===== src/rtl/decode_pkg.sv =====
// Shared encodings for the SPARC V9 decode slice: register classes, micro-op
// types, functional-unit classes, branch kinds, flag bit positions and the
// packed decode record passed from the combinational decoder to the register
// stage.
package decode_pkg;

  typedef enum logic [3:0] {
    RT_NONE = 4'd0,
    RT_INT  = 4'd1,
    RT_CC   = 4'd3
  } reg_type_e;

  typedef enum logic [2:0] {
    MT_EXEC    = 3'd0,
    MT_CONTROL = 3'd1,
    MT_LOAD    = 3'd2,
    MT_STORE   = 3'd3,
    MT_INVALID = 3'd7
  } m_type_e;

  typedef enum logic [3:0] {
    FU_NONE   = 4'd0,
    FU_INTALU = 4'd1,
    FU_BRANCH = 4'd2,
    FU_RDPORT = 4'd3,
    FU_WRPORT = 4'd4
  } futype_e;

  typedef enum logic [3:0] {
    BR_NONE   = 4'd0,
    BR_COND   = 4'd1,
    BR_UNCOND = 4'd2,
    BR_CALL   = 4'd3
  } branch_type_e;

  localparam int unsigned FLAG_ANNUL   = 0;
  localparam int unsigned FLAG_PREDICT = 1;
  localparam int unsigned FLAG_SIGNED  = 2;
  localparam int unsigned FLAG_SETCC   = 3;
  localparam int unsigned FLAG_IMM     = 4;
  localparam int unsigned FLAG_X       = 5;

  localparam logic [8:0] OPC_INVALID = 9'h1FF;
  localparam logic [8:0] OPC_CALL    = 9'h040;

  typedef struct packed {
    logic [5:0] num;
    reg_type_e  rtype;
    logic       valid;
  } operand_t;

  typedef struct packed {
    operand_t     rd;
    operand_t     rd2;
    operand_t     rs1;
    operand_t     rs2;
    operand_t     rs3;
    operand_t     rs4;
    m_type_e      m_type;
    futype_e      futype;
    logic [8:0]   opcode;
    branch_type_e branch_type;
    logic [63:0]  imm;
    logic [7:0]   ccshift;
    logic [7:0]   access_size;
    logic [7:0]   flags;
    logic         fail;
  } decode_t;

  function automatic operand_t mk_op(input logic [4:0] n, input reg_type_e t);
    operand_t o;
    o.num   = {1'b0, n};
    o.rtype = t;
    o.valid = 1'b1;
    return o;
  endfunction

endpackage


===== src/rtl/decode_comb.sv =====
// Purely combinational field decode of one SPARC V9 instruction word.
// Ports:
//   instr_i  32-bit instruction word
//   dec_o    full decode record (operands, class, opcode, immediate, flags)
module decode_comb
  import decode_pkg::*;
(
  input  logic [31:0] instr_i,
  output decode_t     dec_o
);

  logic [1:0]  op;
  logic [4:0]  rd, rs1, rs2;
  logic [2:0]  op2;
  logic [5:0]  op3;
  logic        i_bit, x_bit;
  logic [3:0]  cond;
  logic [63:0] simm13, shcnt;
  logic        is_shift, alu_ok, is_load, is_store, uses_rs;

  assign op    = instr_i[31:30];
  assign rd    = instr_i[29:25];
  assign op2   = instr_i[24:22];
  assign op3   = instr_i[24:19];
  assign rs1   = instr_i[18:14];
  assign i_bit = instr_i[13];
  assign x_bit = instr_i[12];
  assign rs2   = instr_i[4:0];
  assign cond  = instr_i[28:25];

  assign simm13 = {{51{instr_i[12]}}, instr_i[12:0]};
  assign shcnt  = x_bit ? {58'b0, instr_i[5:0]} : {59'b0, instr_i[4:0]};

  assign is_shift = op3 inside {6'h25, 6'h26, 6'h27};
  // 0x00-0x1E minus 0x0F and the 0x?9/0x?D holes, plus the shifts
  assign alu_ok   = ((op3 <= 6'h1E) && (op3 != 6'h0F) &&
                     (op3[3:0] != 4'h9) && (op3[3:0] != 4'hD)) || is_shift;
  assign is_load  = op3 inside {[6'h00:6'h03], [6'h08:6'h0B]};
  assign is_store = op3 inside {[6'h04:6'h07], 6'h0E};
  assign uses_rs  = ((op == 2'b10) && alu_ok) ||
                    ((op == 2'b11) && (is_load || is_store));

  always_comb begin
    dec_o = '0;
    case (op)
      2'b00: begin
        dec_o.opcode = {6'b0, op2};
        case (op2)
          3'd4: begin
            dec_o.rd     = mk_op(rd, RT_INT);
            dec_o.imm    = {32'b0, instr_i[21:0], 10'b0};
            dec_o.m_type = MT_EXEC;
            dec_o.futype = FU_INTALU;
          end
          3'd1, 3'd2: begin
            dec_o.m_type      = MT_CONTROL;
            dec_o.futype      = FU_BRANCH;
            dec_o.rs1         = mk_op(5'd0, RT_CC);
            // ba (8) and bn (0) differ only in cond[3]
            dec_o.branch_type = (cond[2:0] == 3'd0) ? BR_UNCOND : BR_COND;
            dec_o.flags[FLAG_ANNUL] = instr_i[29];
            if (op2 == 3'd1) begin
              dec_o.imm     = {{43{instr_i[18]}}, instr_i[18:0], 2'b00};
              dec_o.ccshift = instr_i[21] ? 8'd4 : 8'd0;
              dec_o.flags[FLAG_PREDICT] = instr_i[19];
            end else begin
              dec_o.imm = {{40{instr_i[21]}}, instr_i[21:0], 2'b00};
            end
          end
          default: dec_o.fail = 1'b1;
        endcase
      end
      2'b01: begin
        dec_o.opcode      = OPC_CALL;
        dec_o.m_type      = MT_CONTROL;
        dec_o.futype      = FU_BRANCH;
        dec_o.branch_type = BR_CALL;
        dec_o.imm         = {{32{instr_i[29]}}, instr_i[29:0], 2'b00};
        dec_o.rd          = mk_op(5'd15, RT_INT);
      end
      2'b10: begin
        if (alu_ok) begin
          dec_o.opcode = {1'b0, op, op3};
          dec_o.m_type = MT_EXEC;
          dec_o.futype = FU_INTALU;
          dec_o.rd     = mk_op(rd, RT_INT);
          if (op3[4]) begin
            dec_o.rd2 = mk_op(5'd0, RT_CC);
            dec_o.flags[FLAG_SETCC] = 1'b1;
          end
          if (is_shift) dec_o.flags[FLAG_X] = x_bit;
        end else begin
          dec_o.fail = 1'b1;
        end
      end
      default: begin
        if (is_load || is_store) begin
          dec_o.opcode = {1'b0, op, op3};
          if (is_load) begin
            dec_o.m_type = MT_LOAD;
            dec_o.futype = FU_RDPORT;
            dec_o.rd     = mk_op(rd, RT_INT);
            dec_o.flags[FLAG_SIGNED] = op3[3];
          end else begin
            dec_o.m_type = MT_STORE;
            dec_o.futype = FU_WRPORT;
            dec_o.rs3    = mk_op(rd, RT_INT);
          end
          case (op3[1:0])
            2'b00:   dec_o.access_size = 8'd4;
            2'b01:   dec_o.access_size = 8'd1;
            2'b10:   dec_o.access_size = 8'd2;
            default: dec_o.access_size = 8'd8;
          endcase
          if (op3 == 6'h0E) dec_o.access_size = 8'd8;
        end else begin
          dec_o.fail = 1'b1;
        end
      end
    endcase

    // ALU and load/store share the rs1 + (rs2 | simm13/shcnt) source form
    if (uses_rs) begin
      dec_o.rs1 = mk_op(rs1, RT_INT);
      if (i_bit) begin
        dec_o.imm = ((op == 2'b10) && is_shift) ? shcnt : simm13;
        dec_o.flags[FLAG_IMM] = 1'b1;
      end else begin
        dec_o.rs2 = mk_op(rs2, RT_INT);
      end
    end

    if (dec_o.fail) begin
      dec_o        = '0;
      dec_o.fail   = 1'b1;
      dec_o.m_type = MT_INVALID;
      dec_o.opcode = OPC_INVALID;
    end
  end

endmodule


===== src/rtl/sparc_decode_unit.sv =====
// Registered SPARC V9 instruction decoder: one instruction per cycle, outputs
// valid one rclk edge after the instruction is presented.
// Ports:
//   rclk, reset (sync, active-low), instruction[31:0]
//   o_<opnd>, o_<opnd>_type, o_<opnd>_valid for rd, rd2, rs1..rs4
//   o_m_type, o_m_futype, o_m_opcode, o_m_branch_type, o_m_imm,
//   o_m_ccshift, o_m_access_size, o_m_flags, o_fail
module sparc_decode_unit
  import decode_pkg::*;
(
  input  logic        rclk,
  input  logic        reset,
  input  logic [31:0] instruction,
  output logic [5:0]  o_rd,
  output logic [3:0]  o_rd_type,
  output logic        o_rd_valid,
  output logic [5:0]  o_rd2,
  output logic [3:0]  o_rd2_type,
  output logic        o_rd2_valid,
  output logic [5:0]  o_rs1,
  output logic [3:0]  o_rs1_type,
  output logic        o_rs1_valid,
  output logic [5:0]  o_rs2,
  output logic [3:0]  o_rs2_type,
  output logic        o_rs2_valid,
  output logic [5:0]  o_rs3,
  output logic [3:0]  o_rs3_type,
  output logic        o_rs3_valid,
  output logic [5:0]  o_rs4,
  output logic [3:0]  o_rs4_type,
  output logic        o_rs4_valid,
  output logic [2:0]  o_m_type,
  output logic [3:0]  o_m_futype,
  output logic [8:0]  o_m_opcode,
  output logic [3:0]  o_m_branch_type,
  output logic [63:0] o_m_imm,
  output logic [7:0]  o_m_ccshift,
  output logic [7:0]  o_m_access_size,
  output logic [7:0]  o_m_flags,
  output logic        o_fail
);

  decode_t dec_d, dec_q;

  decode_comb u_decode_comb (
    .instr_i (instruction),
    .dec_o   (dec_d)
  );

  always_ff @(posedge rclk) begin
    if (!reset) dec_q <= '0;
    else        dec_q <= dec_d;
  end

  assign o_rd            = dec_q.rd.num;
  assign o_rd_type       = dec_q.rd.rtype;
  assign o_rd_valid      = dec_q.rd.valid;
  assign o_rd2           = dec_q.rd2.num;
  assign o_rd2_type      = dec_q.rd2.rtype;
  assign o_rd2_valid     = dec_q.rd2.valid;
  assign o_rs1           = dec_q.rs1.num;
  assign o_rs1_type      = dec_q.rs1.rtype;
  assign o_rs1_valid     = dec_q.rs1.valid;
  assign o_rs2           = dec_q.rs2.num;
  assign o_rs2_type      = dec_q.rs2.rtype;
  assign o_rs2_valid     = dec_q.rs2.valid;
  assign o_rs3           = dec_q.rs3.num;
  assign o_rs3_type      = dec_q.rs3.rtype;
  assign o_rs3_valid     = dec_q.rs3.valid;
  assign o_rs4           = dec_q.rs4.num;
  assign o_rs4_type      = dec_q.rs4.rtype;
  assign o_rs4_valid     = dec_q.rs4.valid;
  assign o_m_type        = dec_q.m_type;
  assign o_m_futype      = dec_q.futype;
  assign o_m_opcode      = dec_q.opcode;
  assign o_m_branch_type = dec_q.branch_type;
  assign o_m_imm         = dec_q.imm;
  assign o_m_ccshift     = dec_q.ccshift;
  assign o_m_access_size = dec_q.access_size;
  assign o_m_flags       = dec_q.flags;
  assign o_fail          = dec_q.fail;

endmodule


===== config.mk =====
export PLATFORM = sky130hd
export DESIGN_NAME = sparc_decode_unit
export DESIGN_NICKNAME = d
export VERILOG_FILES = /design/src/rtl/decode_pkg.sv /design/src/rtl/decode_comb.sv /design/src/rtl/sparc_decode_unit.sv
export SDC_FILE = /design/constraint.sdc
export NUM_CORES = 1
export LEC_CHECK = 0
export ABC_AREA = 1
export BUFFER_PORTS_ARGS = -buffer_cell sky130_fd_sc_hd__buf_2
export CAP_MARGIN = 40
export CORE_MARGIN = 2
export CORE_UTILIZATION = 35
export CTS_CLUSTER_DIAMETER = 200
export DETAILED_ROUTE_END_ITERATION = 10
export HOLD_SLACK_MARGIN = 0.15
export PLACE_DENSITY = 0.73
export SKIP_CTS_REPAIR_TIMING = 1
export SLEW_MARGIN = 20
export SYNTH_ARGS = -nofsm -noshare
export SYNTH_HDL_FRONTEND = slang
export SYNTH_SLANG_ARGS = --single-unit
export TNS_END_PERCENT = 30

===== constraint.sdc =====
create_clock -name rclk -period 1.5 [get_ports rclk]
set_input_delay 0.15 -clock rclk [delete_from_list [all_inputs] [get_ports rclk]]
set_output_delay 0.15 -clock rclk [all_outputs]
set_load 0.05 [all_outputs]

Yosys cells after proc, flatten, opt, wreduce, memory -nomap -nowiden
Cells that the tools add are included.
Cells by class
  divide/modulo/power cells: 0
  bitwise logic cells: 10
  shifts and indexed selects: 0
  multipliers: 0
  eq/ne operators: 15
  add/subtract/negate cells: 0
  magnitude comparators: 7
  reduce and logical (&&, ||, !) cells: 33
  muxes and demuxes: 52
Operator list (number)
  $mux 64: 4
  $pmux 68 s2: 1
  $pmux 64 s2: 1
  $mux 109: 1
  $mux 10: 5
  $pmux 16 s3: 1
  $mux 21: 2
  $mux 8: 5
  $pmux 11 s3: 1
  $reduce_or 7->1: 3
  $eq 6x6->1 const B: 3
  $mux 16: 1
  $reduce_or 4->1: 4
  $mux 1: 15
  $mux 3: 4
  $pmux 4 s3: 1
  $mux 11: 1
  $not 1->1: 10
  $pmux 5 s2: 1
  $reduce_or 5->1: 2
  $logic_and 1x1->1: 9
  $reduce_or 3->1: 3
  $mux 4: 2
  $ne 4x4->1 const B: 2
  25 further kinds: 35
Word-level totals
  bits in latches: 0
  RAM bits: 0
  memory bits (read-only): 0
  word-level logic and storage cells: 155
  bits of input ports: 34
  bits in registers: 175
  output and inout port bits: 175
  memories kept: 0

Longest topological paths before layout
  depth after elaboration: 9
  depth in mapped cells: 11
  mapped depth without buffers: 11

Cells and area by module
From an unflattened synthesis, not the netlist that was laid out.
Unflattened totals
  cell total of the unflattened synthesis: 989
  area total of the unflattened synthesis: 7388.3 um^2
By module, submodules not included
  sparc_decode_unit: area each 4949.7 um^2, cells each 544, seq. area each 3503.4 um^2, times used 1
  decode_comb: area each 2438.6 um^2, cells each 445, seq. area each 0.0 um^2, times used 1

Worst setup path before layout
Ideal clock, no wire load.
  kind: flip-flop to output port
  start: register o_m_imm[62] (netlist name)
  end: output o_m_imm[33]
  arrival time: 1446 ps
  stages on the path, launching flop included: 2
  buffers on the path: 1
  setup slack: -96 ps
  data required time: 1350 ps
  cell sequence: dfxtp_1 > buf_4
RTL lines
  end, declared: RTL line sparc_decode_unit.sv:36  | output logic [63:0] o_m_imm,

==> results.txt <==
The TritonCTS buffer count came out at 9. The top-level port count is 209. The height of the die came out at approximately 110 µm. The number of antenna violations at the first check in global routing is 0. The width of the die came out at 110.1 µm. The number of vias in the routed layout is 3,456. The required time of the critical path is approximately 1.4 ns. In the final routed layout, each cell accounts on average for 13.79 µm. In this run the deepest clock path goes through 2 buffers.

For the worst setup path, the data arrival time is 1.13 ns. The design draws 5.283 mW. The flow ran to the end, and the final reports show no timing, DRC or antenna violations. The maximum single-stage delay on the critical path came out at ~0.47 ns. OpenSTA, run right after detailed placement, puts the worst setup slack at -0.03513 ns. The final standard cell utilization of the core is between 40% and 50%.

The met3 routing resource usage after global routing came out at ~4.5%. The placed cell area came out at 4617 µm². After synthesis the cells add up to 3939 µm². For this run, global-route usage on met1 was measured as between 20% and 30%. The sequential share of the synthesized area came out at 43.20%. The global-route wire length before repair came out at ~16,000 µm.

In the routed design, unresolved DRC markers number 0. The number of warning messages in the yosys log came out at 0. In this run the number of cells on the critical path is 1.

The highest clock rate came out at between 700 and 800 MHz. The number of clock sinks seen by CTS came out at 85. The number of max-slew violations in the final report came out at 0. The total of flip-flops plus latches after synthesis came out at 85. After clock tree synthesis, the clock-pin slew on the worst setup and hold paths is 0.08 ns. After floorplanning, the core was sized to cover 10,890 µm². The count of nets left with antenna violations once routing finished came out at 0.

Row generation in the floorplan step produced 38 rows. The number of different library cells used by synthesis comes to 30. The estimated wirelength of the detail-placed design is 8265 µm. The worst hold slack after final layout came out at about 0.15 ns. Once routing completed, OpenROAD measured the worst setup slack at 0.2173 ns. The leakage power came out at about 2.7 nW.

The number of fill cells in the layout came out at 1,054. The hold path depth came out at 3. The via count of the first global-routing pass is 3,107. The buffer and inverter count on the worst path came out at 1. The cell with the largest stage delay on the worst path is dfxtp_4. The weighted congestion at the end of routability-driven global placement is around 0.93. For this configuration, the core starts out at a cell density of a little over a third. The fraction of layout cells with a size suffix above 1 is around 40%. Port buffering added 158 buffers. The detailed-routing iteration count for the pre-antenna-repair pass is 4. 0 antenna diodes ended up in the layout. TritonCTS built the clock tree. The power density over the cells is 1038 nW/µm².

The maximum fanout count along the critical path is 32. The share of the clock period used by the worst path after layout came out at 85.51%. The area overhead of the layout relative to synthesis is 29.16%. The post-synthesis average cell area is approximately 8.3 µm². The smallest clock period supported by the final layout is computed as 1.283 ns.

The worst ir drop on vdd is 0.4680 mV. The startpoint type of the worst setup path is a register. The worst setup path is captured at an output port. The first-iteration detailed-routing DRC count is 255. The cell area after layout is between 5000 and 6000 µm². Traced cell by cell, the critical path runs through buf_2. The min-delay analysis places its worst path in the category input port to register. The total overflow reported by the global router came out at 0.

met2 is the most crowded layer. Entering global routing, the biggest net connects 33 pins. The final hold violation count came out at 0. The die footprint came out at between 10,000 and 15,000 µm². By startpoint and endpoint, the worst setup path is classified as register to output port. The count of mapped cells out of synthesis came out at 472. The total length of routed wires is 10,950 µm. Setup repair after global routing left no endpoint under its margin.

The combined global-route utilization of all metal layers is 17.06%. The post-layout net count is 683. Using the TritonRoute via totals, the vias-per-cell ratio works out to 4.353. The root buffer cell is clkbuf_8.

The total of max-cap violations is 0. Setup violations remaining at the end of the flow were counted as 0. Global routing used 28.05% of the available met2 tracks. Broken down by cell family, the worst path's largest delay share belongs to flip-flops. The count of H-tree levels built during CTS is 3.
cell type report:
| cell class | count | area (µm²) | area share, % |
|---|---|---|---|
| well taps | 140 | 175.2 | 3.443 |
| flip-flops and latches | 85 | 1705 | 33.52 |
| repair buffers | 222 | 1391 | 27.35 |
| multi-input cells | 286 | 1459 | 28.68 |
| clock inverters | 4 | 32.53 | 0.6394 |
| clock buffers | 12 | 155.1 | 3.050 |
| inverters | 45 | 168.9 | 3.320 |
layer usage:
| layer | share of wire (%) | up-vias |
|---|---|---|
| li1 | - | 1710 |
| met5 | 0 | - |
| met4 | 1.9 | 0 |
| met3 | 8.4 | 14 |
| met2 | 48 | 180 |
| met1 | 42 | 1552 |
Yosys cell counts (all sizes together):
library cell	n	share of area [%]
clkbuf	4	0.38
o21ai	8	1.1
conb	1	0.095
a21boi	1	0.19
nand3	30	4.3
buf	101	20
nand2	56	6.0
and2	3	0.48
o22ai	10	1.6
dfxtp	85	43
nand4	5	0.79
nor3	6	0.76
nand3b	3	0.57
a21oi	33	6.8
a22oi	9	1.7
clkinv	1	0.095
inv	44	4.2
nor2	72	8.1
sequential cells by signal (all words and copies together) (netlist names):
signal and cells:
o_m_branch_type 2, o_m_imm 33, o_m_type 3, o_rd_valid 1
o_rd2_type 1, o_rs2 5, o_rs1_type 2, o_m_access_size 4
o_rd 5, o_m_opcode 8, o_rs2_valid 1, o_rs3_valid 1
o_m_ccshift 1, o_m_futype 3, o_rs1 5, o_rs3 5
o_m_flags 5
power breakdown:
group,switching [mW],internal [mW],total [mW]
clock network,0.795,0.698,1.49
logic,1.09,0.334,1.42
registers,0.0295,2.34,2.37
per-stage QoR:
stage | TNS (ns) | std cells
floorplan | 0 | 521
global placement | 0 | 750
detailed placement | -0.05262 | 750
CTS | 0 | 766
global route | 0 | 794
finish | 0 | 794
placed cells by master (no fill, tap or decap), types with 2 or more instances in the layout:
master         instances
nor3_1                 6
a22oi_1                9
o21ai_0                7
o22ai_1               10
nand2_4                2
clkinvlp_4             2
nor2_1                61
buf_12                 4
nand3_1               28
buf_2                158
dfxtp_1               84
nor2_2                 7
nand3b_1               3
clkbuf_8              11
inv_1                 39
dlygate4sd3_1         28
a21oi_1                6
nand2_2                4
buf_4                 32
conb_1                50
nand4_1                5
and2_1                 3
clkinv_4               2
inv_2                  5
a21oi_2               27
nand2_1               50
nor2_4                 4
path summary, 6_finish.rpt:
kind / startpoint / end / slack, ns
max: o_m_imm[62] / o_m_imm[47] / 0.22
min: instruction[8] / o_m_imm[18] / 0.15
cells by family (layout without fill, tap and decap cells):
group | count (synthesis) | after routing | synth area share, %
and+or+nand+nor | 175 | 175 | 20.90
buffers and inverters | 150 | 283 | 24.43
AOI/OAI and AO/OA | 61 | 61 | 11.37
other | 1 | 50 | 0.09521
DFF | 85 | 85 | 43.20
Note: power is estimated with default switching activity, not from simulation.
